### src/rtl/cpc_pkg.sv
// Purpose: shared constants and types for the CPC host boot/ROM loading path.
// Latency: n/a (package only).
// Backpressure: n/a. Provides header command codes, header field layout and loader state type.
package cpc_pkg;

    localparam logic [7:0] CMD_LOAD = 8'h01;
    localparam logic [7:0] CMD_DONE = 8'hFF;

    // Header word layout: [31:24] cmd, [23:16] slot, [15:0] byte count
    localparam int HDR_CMD_LSB  = 24;
    localparam int HDR_SLOT_LSB = 16;
    localparam int HDR_CNT_LSB  = 0;
    localparam int HDR_CNT_W    = 16;

    typedef struct packed {
        logic [7:0]           cmd;
        logic [7:0]           slot;
        logic [HDR_CNT_W-1:0] count;
    } hdr_t;

    typedef enum logic [2:0] {
        ST_IDLE,
        ST_HDR_ACK,
        ST_WAIT_WORD,
        ST_UNPACK,
        ST_WORD_ACK,
        ST_DONE
    } ldr_state_e;

endpackage

### src/rtl/cpc_req_ack_slave.sv
// Purpose: 4-phase req/ack slave; captures a word, pulses word_valid_o, acks once word_done_i is seen.
// Latency: capture on first clk with req_i=1 (and accept_i); ack_o rises the cycle after word_done_i.
// Backpressure: ack_o is withheld until the consumer signals word_done_i; ack_o drops once req_i is seen low.
// Ports: clk/reset (async, active-high); accept_i consumer ready; req_i/data_i/ack_o host side;
//        word_valid_o one-cycle capture pulse, word_o captured word, word_done_i consumer finished.
module cpc_req_ack_slave #(
    parameter int DATA_W = 32
) (
    input  logic              clk,
    input  logic              reset,
    input  logic              accept_i,
    input  logic              req_i,
    input  logic [DATA_W-1:0] data_i,
    output logic              ack_o,
    output logic              word_valid_o,
    output logic [DATA_W-1:0] word_o,
    input  logic              word_done_i
);

    typedef enum logic [1:0] {
        HS_IDLE,
        HS_BUSY,
        HS_ACK
    } hs_state_e;

    hs_state_e         state_q, state_d;
    logic [DATA_W-1:0] word_q;

    // State register
    always_ff @(posedge clk or posedge reset) begin
        if (reset) begin
            state_q <= HS_IDLE;
        end else begin
            state_q <= state_d;
        end
    end

    // Next-state logic
    always_comb begin
        state_d = state_q;
        case (state_q)
            HS_IDLE: if (req_i && accept_i) state_d = HS_BUSY;
            HS_BUSY: if (word_done_i)       state_d = HS_ACK;
            HS_ACK:  if (!req_i)            state_d = HS_IDLE;
            default:                        state_d = HS_IDLE;
        endcase
    end

    // Outputs: ack decoded from the state register, so it is glitch-free
    always_comb begin
        ack_o        = (state_q == HS_ACK);
        word_valid_o = (state_q == HS_IDLE) && req_i && accept_i;
    end

    always_ff @(posedge clk or posedge reset) begin
        if (reset) begin
            word_q <= '0;
        end else if (word_valid_o) begin
            word_q <= data_i;
        end
    end

    assign word_o = word_q;

endmodule

### src/rtl/cpc_rom_loader.sv
// Purpose: host-to-SRAM ROM loader; header words pick a ROM slot, payload bytes are written to SRAM.
// Latency: header ack 1 cycle after capture; payload ack 1 cycle after the word's last granted byte write.
// Backpressure: payload ack waits for all bytes of the word; mem_gnt may drop any cycle, stalling with addr/data held.
// Ports: clk/reset (async, active-high); host_bootdata/_req/_ack host 4-phase link;
//        host_rom_initialised, slot_valid, load_error, busy status; mem_req/mem_gnt arbiter;
//        sram_addr/sram_dout/sram_we byte write port (sram_we = mem_req & mem_gnt).
module cpc_rom_loader
    import cpc_pkg::*;
#(
    parameter int                ADDR_W    = 21,
    parameter int                NUM_SLOTS = 8,
    parameter int                SLOT_LOG2 = 14,
    parameter logic [ADDR_W-1:0] BASE_ADDR = 21'h100000
) (
    input  logic                 clk,
    input  logic                 reset,
    input  logic [31:0]          host_bootdata,
    input  logic                 host_bootdata_req,
    output logic                 host_bootdata_ack,
    output logic                 host_rom_initialised,
    output logic [NUM_SLOTS-1:0] slot_valid,
    output logic                 load_error,
    output logic                 busy,
    output logic                 mem_req,
    input  logic                 mem_gnt,
    output logic [ADDR_W-1:0]    sram_addr,
    output logic [7:0]           sram_dout,
    output logic                 sram_we
);

    localparam int SLOT_BYTES = 1 << SLOT_LOG2;

    ldr_state_e           state_q, state_d;
    logic                 word_valid;
    logic                 word_done;
    logic                 accept;
    logic [31:0]          word_q;
    hdr_t                 hdr;

    logic [7:0]           slot_q;
    logic [15:0]          rem_q;
    logic [1:0]           byte_idx_q;
    logic [SLOT_LOG2:0]   offset_q;
    logic                 discard_q;
    logic [NUM_SLOTS-1:0] slot_valid_q;
    logic                 init_q;
    logic                 err_q;
    logic                 mem_req_q;
    logic [ADDR_W-1:0]    addr_q;
    logic [7:0]           dout_q;

    logic                 hdr_is_load;
    logic                 hdr_bad;
    logic [NUM_SLOTS-1:0] hdr_mask;
    logic [NUM_SLOTS-1:0] slot_mask;
    logic [ADDR_W-1:0]    slot_base;
    logic                 last_byte;
    logic [1:0]           next_idx;
    logic [7:0]           next_byte;
    logic                 ack_release;

    cpc_req_ack_slave #(.DATA_W(32)) u_hs (
        .clk          (clk),
        .reset        (reset),
        .accept_i     (accept),
        .req_i        (host_bootdata_req),
        .data_i       (host_bootdata),
        .ack_o        (host_bootdata_ack),
        .word_valid_o (word_valid),
        .word_o       (word_q),
        .word_done_i  (word_done)
    );

    assign hdr         = hdr_t'(word_q);
    assign hdr_is_load = (hdr.cmd == CMD_LOAD);
    assign hdr_bad     = (int'(hdr.slot) >= NUM_SLOTS) || (int'(hdr.count) > SLOT_BYTES);
    // Out-of-range slots shift the bit out entirely; only used for in-range slots anyway
    assign hdr_mask    = NUM_SLOTS'(1) << hdr.slot;
    assign slot_mask   = NUM_SLOTS'(1) << slot_q;
    assign slot_base   = BASE_ADDR + (ADDR_W'(slot_q) << SLOT_LOG2);
    // Partial last word: stop as soon as the remaining count hits its final byte
    assign last_byte   = (byte_idx_q == 2'd3) || (rem_q == 16'd1);
    assign next_idx    = byte_idx_q + 2'd1;
    assign next_byte   = word_q[{next_idx, 3'b000} +: 8];
    // Host has seen our ack and dropped req: the handshake slave releases ack this edge
    assign ack_release = host_bootdata_ack && !host_bootdata_req;

    // State register
    always_ff @(posedge clk or posedge reset) begin
        if (reset) begin
            state_q <= ST_IDLE;
        end else begin
            state_q <= state_d;
        end
    end

    // Next-state logic
    always_comb begin
        state_d = state_q;
        case (state_q)
            ST_IDLE, ST_DONE: begin
                if (word_valid) state_d = ST_HDR_ACK;
            end
            ST_HDR_ACK: begin
                if (hdr_is_load && (hdr.count != 16'd0)) begin
                    state_d = ST_WAIT_WORD;
                end else if (init_q || (hdr.cmd == CMD_DONE)) begin
                    state_d = ST_DONE;
                end else begin
                    state_d = ST_IDLE;
                end
            end
            ST_WAIT_WORD: begin
                if (word_valid) state_d = discard_q ? ST_WORD_ACK : ST_UNPACK;
            end
            ST_UNPACK: begin
                if (sram_we && last_byte) state_d = ST_WORD_ACK;
            end
            ST_WORD_ACK: begin
                if (ack_release) begin
                    if (rem_q != 16'd0) begin
                        state_d = ST_WAIT_WORD;
                    end else begin
                        state_d = init_q ? ST_DONE : ST_IDLE;
                    end
                end
            end
            default: state_d = ST_IDLE;
        endcase
    end

    // Output decode
    always_comb begin
        busy      = (state_q != ST_IDLE) && (state_q != ST_DONE);
        accept    = (state_q == ST_IDLE) || (state_q == ST_DONE) || (state_q == ST_WAIT_WORD);
        // Discarded payload words are released on their first WORD_ACK cycle (ack still low)
        word_done = (state_q == ST_HDR_ACK)
                 || ((state_q == ST_UNPACK) && sram_we && last_byte)
                 || ((state_q == ST_WORD_ACK) && !host_bootdata_ack);
    end

    // Datapath and status registers
    always_ff @(posedge clk or posedge reset) begin
        if (reset) begin
            slot_q       <= '0;
            rem_q        <= '0;
            byte_idx_q   <= '0;
            offset_q     <= '0;
            discard_q    <= 1'b0;
            slot_valid_q <= '0;
            init_q       <= 1'b0;
            err_q        <= 1'b0;
            mem_req_q    <= 1'b0;
            addr_q       <= '0;
            dout_q       <= '0;
        end else begin
            case (state_q)
                ST_HDR_ACK: begin
                    if (hdr_is_load) begin
                        rem_q    <= hdr.count;
                        offset_q <= '0;
                        slot_q   <= hdr.slot;
                        if (hdr_bad) begin
                            err_q     <= 1'b1;
                            discard_q <= 1'b1;
                        end else begin
                            discard_q <= 1'b0;
                            // Reloading invalidates the slot; an empty image is complete at once
                            slot_valid_q <= (slot_valid_q & ~hdr_mask)
                                          | ((hdr.count == 16'd0) ? hdr_mask : '0);
                        end
                    end else if (hdr.cmd == CMD_DONE) begin
                        init_q <= 1'b1;
                    end else begin
                        err_q <= 1'b1;
                    end
                end
                ST_WAIT_WORD: begin
                    if (word_valid) begin
                        if (discard_q) begin
                            rem_q <= (rem_q > 16'd4) ? (rem_q - 16'd4) : 16'd0;
                        end else begin
                            // Word is captured this same edge, so byte 0 comes from the live bus
                            mem_req_q  <= 1'b1;
                            byte_idx_q <= 2'd0;
                            addr_q     <= slot_base + ADDR_W'(offset_q);
                            dout_q     <= host_bootdata[7:0];
                        end
                    end
                end
                ST_UNPACK: begin
                    if (sram_we) begin
                        rem_q      <= rem_q - 16'd1;
                        offset_q   <= offset_q + 1'b1;
                        byte_idx_q <= next_idx;
                        if (last_byte) begin
                            mem_req_q <= 1'b0;
                        end else begin
                            addr_q <= slot_base + ADDR_W'(offset_q + 1'b1);
                            dout_q <= next_byte;
                        end
                    end
                end
                ST_WORD_ACK: begin
                    if (ack_release && (rem_q == 16'd0) && !discard_q) begin
                        slot_valid_q <= slot_valid_q | slot_mask;
                    end
                end
                default: ;
            endcase
        end
    end

    assign host_rom_initialised = init_q;
    assign slot_valid           = slot_valid_q;
    assign load_error           = err_q;
    assign mem_req              = mem_req_q;
    assign sram_addr            = addr_q;
    assign sram_dout            = dout_q;
    assign sram_we              = mem_req_q & mem_gnt;

endmodule
### config.mk
export PLATFORM = sky130hd
export DESIGN_NAME = cpc_rom_loader
export DESIGN_NICKNAME = d
export VERILOG_FILES = /design/src/rtl/cpc_pkg.sv /design/src/rtl/cpc_req_ack_slave.sv /design/src/rtl/cpc_rom_loader.sv
export SDC_FILE = /design/constraint.sdc
export NUM_CORES = 1
export LEC_CHECK = 0
export ABC_AREA = 1
export CELL_PAD_IN_SITES_DETAIL_PLACEMENT = 1
export CELL_PAD_IN_SITES_GLOBAL_PLACEMENT = 1
export CORE_MARGIN = 2
export CORE_UTILIZATION = 35
export CTS_CLUSTER_DIAMETER = 200
export CTS_CLUSTER_SIZE = 30
export DETAILED_ROUTE_END_ITERATION = 12
export GPL_ROUTABILITY_DRIVEN = 0
export GPL_TIMING_DRIVEN = 0
export HOLD_SLACK_MARGIN = 0.06
export PLACE_DENSITY_LB_ADDON = 0.1
export SETUP_SLACK_MARGIN = 0.3
export SYNTH_ARGS = -nofsm -noshare
export SYNTH_HDL_FRONTEND = slang
export SYNTH_SLANG_ARGS = --single-unit
### constraint.sdc
create_clock -name clk -period 4.6 [get_ports clk]
set_input_delay 0.92 -clock clk [delete_from_list [all_inputs] [get_ports clk]]
set_output_delay 0.92 -clock clk [all_outputs]
set_load 0.01 [all_outputs]
==> flow_summary.toml <==
[status]
status = "complete, no violations"

[power]
p_per_area_nw_per_um2 = 561
p_leak_nw = 4.14
ir_worst_vdd_mv = 0.336

[clocking]
clock_latency_ps = 430
max-clock-path-buffers = 2
cts_buffers = 17
hold_buffers = 0
cts_tree = "built"
cts_max_level = 4
cts.clk_slew.worst_paths_ps = 60
post_cts_resized = 0
cts_setup_buffers = 0
cts-root-buf = "clkbuf_16"
clock-sinks = 119

[grt]
antenna_found_initial = 0
track_usage = 0.229
first_global_vias = 7276
grt_overflow = 0
grt_pass1_wl_um = 39000
grt_max_degree = 74

[synthesis]
synth_top_area_cell = "dfrtp_1"
netlist_area_um2 = 7190
yosysSeqAreaShare = 0.414
yosysUniqueCellTypes = 37
synth_top_area_frac = 0.414
syn_inst = 1051
synth_area_per_cell_um2 = 6.84
synthArstFlopShare = 1.00
yosys_register_bits = 119
synthTopCellsByCount = "309 x nand2_1, 131 x nor2_1, 123 x inv_1"
synth_ff_type = "dfrtp_1"
yosysMostFrequentCell = "nand2_1"
synth_edf_count = 0
synth_fp_nets = 1097
yosysWarnings = 0
synth_area_leaders = "dfrtp_1 41%, nand2_1 16%, nor2_1 6.8%, inv_1 6.4%, nand3_1 6.4%"

[setup_path]
worstPathMaxFanout = 3
path_delay_family = "buffers and inverters"
critPathBufInv = 3
cp-start-kind = "primary input"
cp.arrival_ps = 2230
crit_chain = "clkdlybuf4s50_1 -> nand2_1 -> inv_1 -> clkdlybuf4s50_1"
cp_slowest_cell = "clkdlybuf4s50_1"
critPathKind = "primary input to primary output"
crit_path_max_incr_delay_ps = 550
crit_path_frequent_cell = "clkdlybuf4s50_1"
critPathCaptureType = "primary output"
required_ps = 3680

[timing]
rsz0062_at_grt = "no"
drv_slew = 0
setup_viol = 0
layout_setup_ws_ps = 1450
worstMarginPinSlew_ps = 717
fin_setup_tns_ps = 0
period_minus_slack_ps = 3150
min_period_over_period = 0.684
fmax_ghz = 0.318
fin_skew_ps = 9.82
slew_headroom = 0.522
hold_viol = 0

[detailed_routing]
drt_first_pass_iters = 5
drt_iter0_drc = 286
drc = 0
vias_per_cell = 4.96
finalWirelength_um = 23800
post_drt_wl_per_cell_um = 16.6
ant_nets = 0
vias = 7106

[final_layout]
area_growth_pct = 23.6
drive_gt1_frac = 0.0688
nFillCells = 2597
fin_nets = 1195
postLayoutCellArea_um2 = 8880
multi_input_area_um2 = 3520
antenna_cells = 0
register_area_um2 = 2980

[min_path]
hold_path.class = "flop to flop"

[placed_design]
dp_hpwl_um = 17900
place_ws_ps = 1460
portBuffers = 78
dpl-instance-area_um2 = 8340

[floorplanning]
start_util = 0.356
rows = 52
fp.dieArea_um2 = 21700
fp.dieW_um = 147
fp.dieH_um = 147
core_um2 = 20200
io_pins = 79

[flow_run]
cap_violations = 0
worst register-to-register path, delay by kind of cell (launching register included):
kind            cells  cell delay [ps]
buf+inv             3             1020
flops               1              410
simple gates        4              580
compound gates      1              180
cells in the final DEF, fill, tap and decap left out, types with 2 or more instances in the layout:
cell / instances
a21oi_1: 60
o21ai_1: 20
clkbuf_16: 17
nor3_1: 3
o211ai_1: 17
o21a_1: 3
inv_6: 3
clkinvlp_4: 6
clkinv_4: 3
nor2_4: 2
clkinv_2: 3
buf_6: 4
clkbuf_1: 15
ha_1: 10
o21ai_0: 71
xor2_1: 6
nand2_1: 309
nor2_1: 131
dfrtp_1: 119
buf_4: 3
buf_1: 2
o21bai_1: 2
mux2_2: 3
nand3_1: 92
a21boi_0: 2
xnor2_1: 2
inv_1: 122
nand4_1: 8
nor2_2: 6
buf_2: 13
o22ai_1: 3
inv_2: 7
nand2_2: 6
clkdlybuf4s50_1: 78
per-layer routing:
layer | GRT usage | wire [µm]
met5 | 0 | 0
met4 | 0.0510 | 267
met3 | 0.0363 | 567
met2 | 0.388 | 11400
met1 | 0.311 | 11500
area by class of cell:
| type | count | share of cell area |
|---|---|---|
| buffer | 37 | 0.0221 |
| sequential | 119 | 0.335 |
| clock inverter | 14 | 0.0117 |
| clock buffer | 18 | 0.0494 |
| inverter | 131 | 0.0559 |
| tap | 270 | 0.0380 |
| timing repair buffer | 79 | 0.0910 |
| multi-input combinational | 764 | 0.397 |
worst paths after layout:
kind,cells past startpoint,slack (ps),from,to
min,2,480,sram_addr[18],sram_addr[18]
max,4,1450,mem_gnt,sram_we
min reg2reg,2,480,sram_addr[18],sram_addr[18]
min in group asynchronous,2,890,reset,sram_addr[4]
max reg2reg,8,2300,state_q[2],sram_dout[0]
max in group asynchronous,3,2940,reset,u_hs.word_o[24]
registers in the layout (all words and copies together), names as in the netlist, named ones only:
name                  flops
slot_q                    8
u_hs.state_q              2
host_rom_initialised      1
mem_req                   1
load_error                1
sram_addr                21
discard_q                 1
byte_idx_q                2
state_q                   3
rem_q                    16
u_hs.word_o              32
sram_dout                 8
offset_q                 15
power by group:
group	switching [mW]	total, mW	internal [mW]
clock	0.543	1.25	0.703
sequential	0.308	1.67	1.36
combinational	1.34	2.07	0.727
total	2.19	4.98	2.79
through the flow:
stage | total power, mW | util | cells | hold slack [ps]
2_1_floorplan | 2.94 | - | 1051 | 454
6_report | 4.98 | 0.440 | 1432 | 476
3_3_place_gp | 3.69 | 0.412 | 1399 | 462
3_5_place_dp | 3.76 | 0.413 | 1400 | 464
5_1_grt | 5.36 | 0.440 | 1432 | 499
4_1_cts | 5.03 | 0.440 | 1432 | 480
cell families after synthesis:
kind of cell    count (synthesis)  share of synthesized area
compound gates                180                      0.135
simple gates                  562                      0.321
flops                         119                      0.414
xor+xnor                        8                    0.00975
fa+ha+maj                      10                     0.0174
mux                             4                    0.00627
buf+inv                       168                     0.0957
Power figures use the tool's default switching activity.
